`src/rtl/data_mem_arbiter.sv`:
```
// ============================================================================
//  Module   : data_mem_arbiter
//  Purpose  : Shares a single-port synchronous-read data memory between the
//             pipeline MEM stage (priority) and a debug/DMA port. A
//             starvation counter guarantees the debug port a slot. Read data
//             returns one cycle after grant and is routed to its owner.
//  Revision : 1.0  initial release
// ============================================================================
`default_nettype none

module data_mem_arbiter #(
    parameter int DATA_WIDTH    = 20,
    parameter int ADDRESS_WIDTH = 8,
    parameter int STARVE_LIMIT  = 4
) (
    input  logic                     clk,
    input  logic                     rst,
    input  logic                     p_read,
    input  logic                     p_write,
    input  logic [ADDRESS_WIDTH-1:0] p_addr,
    input  logic [DATA_WIDTH-1:0]    p_wdata,
    output logic                     p_stall,
    output logic [DATA_WIDTH-1:0]    p_rdata,
    input  logic                     d_valid,
    input  logic                     d_write,
    input  logic [ADDRESS_WIDTH-1:0] d_addr,
    input  logic [DATA_WIDTH-1:0]    d_wdata,
    output logic                     d_ready,
    output logic                     d_rvalid,
    output logic [DATA_WIDTH-1:0]    d_rdata,
    output logic                     mem_en,
    output logic                     mem_we,
    output logic [ADDRESS_WIDTH-1:0] mem_addr,
    output logic [DATA_WIDTH-1:0]    mem_wdata,
    input  logic [DATA_WIDTH-1:0]    mem_rdata
);

    typedef enum logic [1:0] {
        OWN_NONE = 2'd0,
        OWN_P    = 2'd1,
        OWN_D    = 2'd2
    } own_t;

    localparam logic [3:0] C_STARVE_LIMIT = 4'(STARVE_LIMIT);

    logic       w_p_req;
    logic       w_limit_hit;
    logic       w_grant_p;
    logic       w_grant_d;
    logic [3:0] r_starve_cnt;
    own_t       r_ret_own;

    // Grant decision; everything is held off while reset is asserted (rst low)
    assign w_p_req     = p_read | p_write;
    assign w_limit_hit = (r_starve_cnt == C_STARVE_LIMIT);
    assign w_grant_d   = rst & d_valid & (~w_p_req | w_limit_hit);
    assign w_grant_p   = rst & w_p_req & ~w_grant_d;

    assign p_stall = rst & w_p_req & ~w_grant_p;
    assign d_ready = w_grant_d;

    // Steer the memory port from whichever requester holds the grant
    always_comb begin
        mem_en    = 1'b0;
        mem_we    = 1'b0;
        mem_addr  = '0;
        mem_wdata = '0;
        if (w_grant_p) begin
            mem_en    = 1'b1;
            mem_we    = p_write;
            mem_addr  = p_addr;
            mem_wdata = p_wdata;
        end else if (w_grant_d) begin
            mem_en    = 1'b1;
            mem_we    = d_write;
            mem_addr  = d_addr;
            mem_wdata = d_wdata;
        end
    end

    // Count consecutive cycles the debug port loses to the pipeline, saturating
    always_ff @(posedge clk or negedge rst) begin
        if (!rst) begin
            r_starve_cnt <= 4'd0;
        end else if (!d_valid || w_grant_d) begin
            r_starve_cnt <= 4'd0;
        end else if (w_grant_p && !w_limit_hit) begin
            r_starve_cnt <= r_starve_cnt + 4'd1;
        end
    end

    // Remember who owns the read data arriving from memory next cycle
    always_ff @(posedge clk or negedge rst) begin
        if (!rst) begin
            r_ret_own <= OWN_NONE;
        end else if (w_grant_p && !p_write) begin
            r_ret_own <= OWN_P;
        end else if (w_grant_d && !d_write) begin
            r_ret_own <= OWN_D;
        end else begin
            r_ret_own <= OWN_NONE;
        end
    end

    assign p_rdata  = (r_ret_own == OWN_P) ? mem_rdata : '0;
    assign d_rvalid = (r_ret_own == OWN_D);
    assign d_rdata  = (r_ret_own == OWN_D) ? mem_rdata : '0;

endmodule

`default_nettype wire

```
`config.mk`:
```
export PLATFORM = sky130hd
export DESIGN_NAME = data_mem_arbiter
export DESIGN_NICKNAME = d
export VERILOG_FILES = /design/src/rtl/data_mem_arbiter.sv
export SDC_FILE = /design/constraint.sdc
export NUM_CORES = 1
export LEC_CHECK = 0
export CAP_MARGIN = 10
export CORE_AREA = 5 5 57 59
export CTS_CLUSTER_SIZE = 28
export DETAILED_ROUTE_END_ITERATION = 8
export DIE_AREA = 0 0 62 64
export DONT_BUFFER_PORTS = 1
export PLACE_DENSITY = 0.56
export RECOVER_POWER = 50
export SYNTH_ARGS = -nofsm -noshare
export SYNTH_HDL_FRONTEND = slang
export SYNTH_SLANG_ARGS = --single-unit
```
`constraint.sdc`:
```
create_clock -name clk -period 1.7 [get_ports clk]
set_clock_uncertainty 0.15 [all_clocks]
set_input_delay 0.425 -clock clk [delete_from_list [all_inputs] [get_ports clk]]
set_output_delay 0.425 -clock clk [all_outputs]
set_load 0.005 [all_outputs]
```
==> results of run 1 <==
-- power groups by stage --
stage / combinational (uW) / clock (uW) / sequential [uW]
6_report: 263 / 139 / 153
3_5_place_dp: 209 / 0 / 153
4_1_cts: 243 / 146 / 152
5_1_grt: 288 / 153 / 153
3_3_place_gp: 204 / 0 / 153
2_1_floorplan: 195 / 0 / 154
-- registers in the layout, summed over array words and instances, names as in the netlist --
signal        cells
r_starve_cnt      4
r_ret_own         2
-- cell type report --
type,instances,area [um^2],area share (%)
clock buffer,3,22.5,1.38
inverter,3,11.3,0.690
multi-input combinational,162,1190,73.2
sequential,6,153,9.36
tap,31,38.8,2.38
timing repair buffer,18,211,13.0
-- cells by family after synthesis --
family,count (synthesis)
adders and majority gates,2
DFF,6
buffers and inverters,21
and+or+nand+nor,118
AOI/OAI and AO/OA,40
-- placed cells by master (no fill, tap or decap), types with 2 or more instances in the layout --
cell      Yosys  final
nand3_1       2      2
o22ai_2       0     27
dfrtp_1       6      4
a21oi_1       3      3
clkbuf_4      0      3
o31ai_1       2      2
nor2b_4       0      4
dfrtp_2       0      2
buf_12        0      3
inv_2         0      2
and2_4        0     23
nor2_1        3      2
buf_6         5      5
o21ai_0       3      3
buf_4         1      8
nor3_1        3      2
and2_1       40     17
nand2_1      61     61
-- worst paths after layout --
kind,from,to,cells after the start
max in group asynchronous,rst,r_ret_own[0],1
min reg2reg,r_starve_cnt[3],r_starve_cnt[3],2
min,d_write,r_ret_own[1],1
max reg2reg,r_starve_cnt[1],r_ret_own[1],7
max,r_starve_cnt[1],mem_wdata[12],6
min in group asynchronous,rst,r_starve_cnt[0],1
-- routing by layer --
metal,global-route usage (%),wire length (um)
met5,0,0
met4,6.37,73
met3,5.23,557
met2,38.1,2470
met1,19.6,1490
-- worst max-delay path: cells and delay by family, from the launching register on --
| family | cells | cell delay [ps] |
|---|---|---|
| flops | 1 | 350 |
| compound gates | 2 | 340 |
| buf+inv | 2 | 240 |
| fa+ha+maj | 1 | 160 |
| simple gates | 1 | 100 |
-- through the flow --
stage | TNS, ps | power [uW] | cell area, um^2 | hold slack, ps
3_5_place_dp | -4650 | 362 | 1300 | -19.6
6_report | -10880 | 556 | 1630 | 76.5
5_1_grt | -15080 | 594 | 1630 | 71.3
4_1_cts | -11230 | 541 | 1470 | 68.7
2_1_floorplan | -1070 | 349 | 1280 | -20.6
3_3_place_gp | -1600 | 357 | 1300 | -19.7
-- repair_timing --
item | CTS | global route
pin swaps | 0 | 23
setup endpoints to repair | 51 | 54
endpoints found under the hold margin | 6 | 0
cloned | 1 | 5
setup buffers | 2 | 2
hold buffers | 1 | 0
gates resized for setup | 20 | 36
==> out/qor.txt, run 1 <==
largest family of logic cells by synthesized area -> simple AND/OR/NAND/NOR gates
unrepaired setup endpoints after global routing -> true
Req. time, crit path -> 1120 ps
worst slew pin tran -> 392 ps
Critical Path Source Type -> register
Critical Path AT -> 1460 ps
width of the die -> 62 um
via count -> 1,369
register area share after synthesis -> 12.9%
port buffer count -> 0
run status -> finished with violations
flop-to-flop setup slack -> 160 ps
cell area after synthesis -> 1160 um^2
initial antenna violation count -> 0
first-pass GRT wire length -> 6070 um
CP cell instances -> inv_2 -> ha_4 -> nand4b_4 -> a21boi_4 -> buf_12 -> o22ai_2
Pleak -> 0.000681 uW
combinational share of power -> 47.4%
Ys Warns -> 0
Final WS setup -> -334 ps
Final ANT Viol Nets -> 0
CTS tree -> done
routability cong. -> 0.718
leading post-synthesis cells by cell area -> and2_1 22%, nand2_1 20%, o22ai_1 15%
Max Slew Vio Count -> 0
Synth Area in Adders -> 2.16%
Primary FF master, synth -> dfrtp_1
vias in the first global route -> 1,311
Clock power frac -> 25.1%
Hold WC Path Type -> in2reg
first-pass iteration count of the detailed router -> 4
clk sinks -> 6
# placed instances -> 209
1st-iter DRT viols -> 47
DIE AREA -> 3970 um^2
Final nets -> 278
wire per inst -> 20.6 um
Post-synth top cells -> 61 x nand2_1, 40 x and2_1, 28 x o22ai_1
Layout Utilization -> 61.3%
Avg Cell Area, Syn -> 6.20 um^2
Total Wirelength -> 4590 um
Syn-to-layout area delta -> 40.7%
cts bufs inserted -> 3
DP HPWL -> 3310 um
setup violators final -> 64
H-tree depth -> 1
CTS Buffer Depth -> 2
Gate Count Post-Synth -> 187
async set-or-reset flop fraction in the synthesized netlist -> 100%
Compound-Gate Fraction of Synth Area -> 22.8%
# DRC -> 0
final worst path period need -> 2030 ps
I/O Pins -> 155
post-synthesis mux area share -> 0%
#FFs+latches synth -> 6
leading area contributor after synthesis -> and2_1
Sw Ratio -> 35.5%
Ant. Diodes -> 0
worst slack, placed -> -153 ps
largest net degree at the start of global routing -> 67
internal power -> 358 uW
VDD IR max -> 0.358 mV
layout cells sized above 1 -> 45.3%
GRT overflow -> 0
row count -> 19
chip height -> 64 um
Clock Latency Late Sink -> 260 ps
failing checks -> negative setup slack
Filler cells -> 234
routed vias/inst -> 6.14
Final Hold Fails -> 0
Switch Pwr -> 197 uW
count leader, synth -> nand2_1
slowest CP cell -> dfrtp_1
Max Clock Freq -> 492 MHz
CORE AREA -> 2660 um^2
syn_nets -> 271
critical path class -> reg2out
Seq pwr share -> 27.5%
Synth Area in XOR/XNOR -> 0%
Slew headroom -> 73.7%
Root Buffer -> clkbuf_4
critical path peak fanout -> 16
share of Yosys cell area claimed by the top area cell type -> 21.6%
PwrDens -> 341 nW/um^2
EDFF count, synth -> 0
final non-filler cell total -> 223
max cap viols -> 0
Final Cycle Share -> 120%
Initial Util -> 43.6%
CTS clk-pin slew, worst paths -> 50 ps
Post-Synth Simple-Gate Area -> 51.5%
CP endpoint kind -> output port
GRT Total Usage -> 19.9%
Synth cell types -> 27
critical path's largest stage delay -> 350 ps
(Power assumes the default switching activity.)
==> run 2, diff against run 1 <==
- CAP_MARGIN: 10 -> 20
- PLACE_DENSITY: 0.56 -> 0.54
- clock period: 1.7 -> 2.1 ns (I/O delays scaled with it)
==> out/qor.txt, run 2 (synthesized netlist as in run 1, its figures left out) <==
run status -> finished with violations
failing checks -> negative setup slack
critical path peak fanout -> 7
Final nets -> 280
r2r worst-path depth -> 10
initial antenna violation count -> 0
Ant. Diodes -> 0
Reg area -> 150 um^2
setup_tns -> -4290 ps
Top Layer Used -> met4
final worst path period need -> 2280 ps
1st-iter DRT viols -> 85
Max Slew Vio Count -> 0
worst hold slack -> 188 ps
DP HPWL -> 3220 um
Total Wirelength -> 4850 um
max FFs per register -> 4
most frequent cells in the layout -> 61 x nand2_1, 40 x and2_1, 14 x o22ai_4
wire per inst -> 21.5 um
Initial Util -> 43.6%
worst slack, placed -> -155 ps
worst hold path cell count -> 1
Switch Pwr -> 182 uW
DIE AREA -> 3970 um^2
largest registers -> r_starve_cnt x4, r_ret_own x2
area of the multi-input gates -> 1220 um^2
internal power -> 312 uW
met2 routed wirelength -> 2470 um
Filler cells -> 215
worst slew pin tran -> 583 ps
width of the die -> 62 um
clk sinks -> 6
port buffer count -> 0
unrepaired setup endpoints after global routing -> true
GRT overflow -> 0
max cap viols -> 0
Hold WC Path Type -> in2reg
Max Clock Freq -> 439 MHz
routed wl met3 -> 431 um
I/O Pins -> 155
Critical Path Source Type -> register
routed vias/inst -> 6.27
Root Buffer -> clkbuf_4
chip height -> 64 um
Final Hold Fails -> 0
routability cong. -> 0.721
Clock power frac -> 22.6%
VDD IR max -> 0.252 mV
CTS Buffer Depth -> 2
Pleak -> 0.000683 uW
Final WS setup -> -179 ps
Critical Path AT -> 1600 ps
Req. time, crit path -> 1420 ps
CTS tree -> done
Top reg by flops -> r_starve_cnt
setup violators final -> 30
Final Cycle Share -> 109%
H-tree depth -> 1
Seq pwr share -> 24.9%
row count -> 19
CP endpoint kind -> output port
first-pass iteration count of the detailed router -> 4
layout cells sized above 1 -> 31.4%
Syn-to-layout area delta -> 47.0%
combinational share of power -> 52.5%
GRT Total Usage -> 22.7%
Sw Ratio -> 36.8%
first-pass GRT wire length -> 6910 um
met1 WL -> 1900 um
# DRC -> 0
CTS clk-pin slew, worst paths -> 50 ps
cts bufs inserted -> 3
vias in the first global route -> 1,376
critical path class -> reg2out
Clock Latency Late Sink -> 250 ps
Slew headroom -> 61.0%
via count -> 1,411
largest net degree at the start of global routing -> 67
Final ANT Viol Nets -> 0
most common cell after layout, fill and taps aside -> nand2_1
CORE AREA -> 2660 um^2
Layout Utilization -> 64.1%
PwrDens -> 290 nW/um^2
==> run 2: cell types whose count changed in the layout (fill, tap and decap cells not counted), sizes merged <==
cell,delta
a21boi,+1
clkbuf,-1
nor2b,-2
buf,+4
==> run 2: worst paths after layout <==
kind / endpoint / start / slack, ps
min reg2reg: r_starve_cnt[3] / r_starve_cnt[3] / 430
max reg2reg: r_ret_own[0] / r_starve_cnt[1] / 360
min: r_ret_own[0] / p_write / 190
min in group asynchronous: r_starve_cnt[3] / rst / 440
max: mem_wdata[7] / r_starve_cnt[1] / -180
max in group asynchronous: r_starve_cnt[0] / rst / 1110
==> run 2: cell type report <==
| type | instances | area share, % |
|---|---|---|
| sequential | 6 | 8.80 |
| timing repair buffer | 21 | 15.3 |
| inverter | 3 | 0.660 |
| clock buffer | 3 | 1.32 |
| multi-input combinational | 161 | 71.6 |
| tap | 31 | 2.27 |
==> run 2: stage by stage <==
stage / std cells / instance area, um^2 / power [uW]
2_1_floorplan: 187 / 1160 / 257
3_3_place_gp: 206 / 1140 / 260
3_5_place_dp: 206 / 1140 / 261
4_1_cts: 223 / 1570 / 459
5_1_grt: 225 / 1710 / 528
6_report: 225 / 1710 / 494
==> run 2: what timing repair did <==
| action | 4_1_cts | 5_1_grt |
|---|---|---|
| pin swaps | 3 | 11 |
| setup endpoints to repair | 49 | 51 |
| endpoints found under the hold margin | 6 | 0 |
| cloned | 4 | 0 |
| setup buffers | 9 | 3 |
| resized for setup | 36 | 22 |
| hold buffers | 1 | 0 |
==> run 2: power by group through the flow <==
stage / clock (uW) / sequential (uW) / combinational (uW)
CTS: 114 / 122 / 223
floorplan: 0 / 124 / 133
global route: 123 / 123 / 281
finish: 112 / 123 / 259
global placement: 0 / 123 / 136
detailed placement: 0 / 124 / 138
==> run 2: layer usage <==
layer  up-vias  track usage (%)
li1        646                -
met3         7             3.82
met2        94             39.6
met5         -                0
met4         0             5.04
met1       664             28.1
==> run 2: worst max-delay path: stages (launching register included) <==
cell	delay, ps
dfrtp_1	390
inv_2	70
ha_4	140
nand4b_4	130
buf_6	150
o21ai_4	80
buf_12	160
buf_12	130
o22ai_2	100
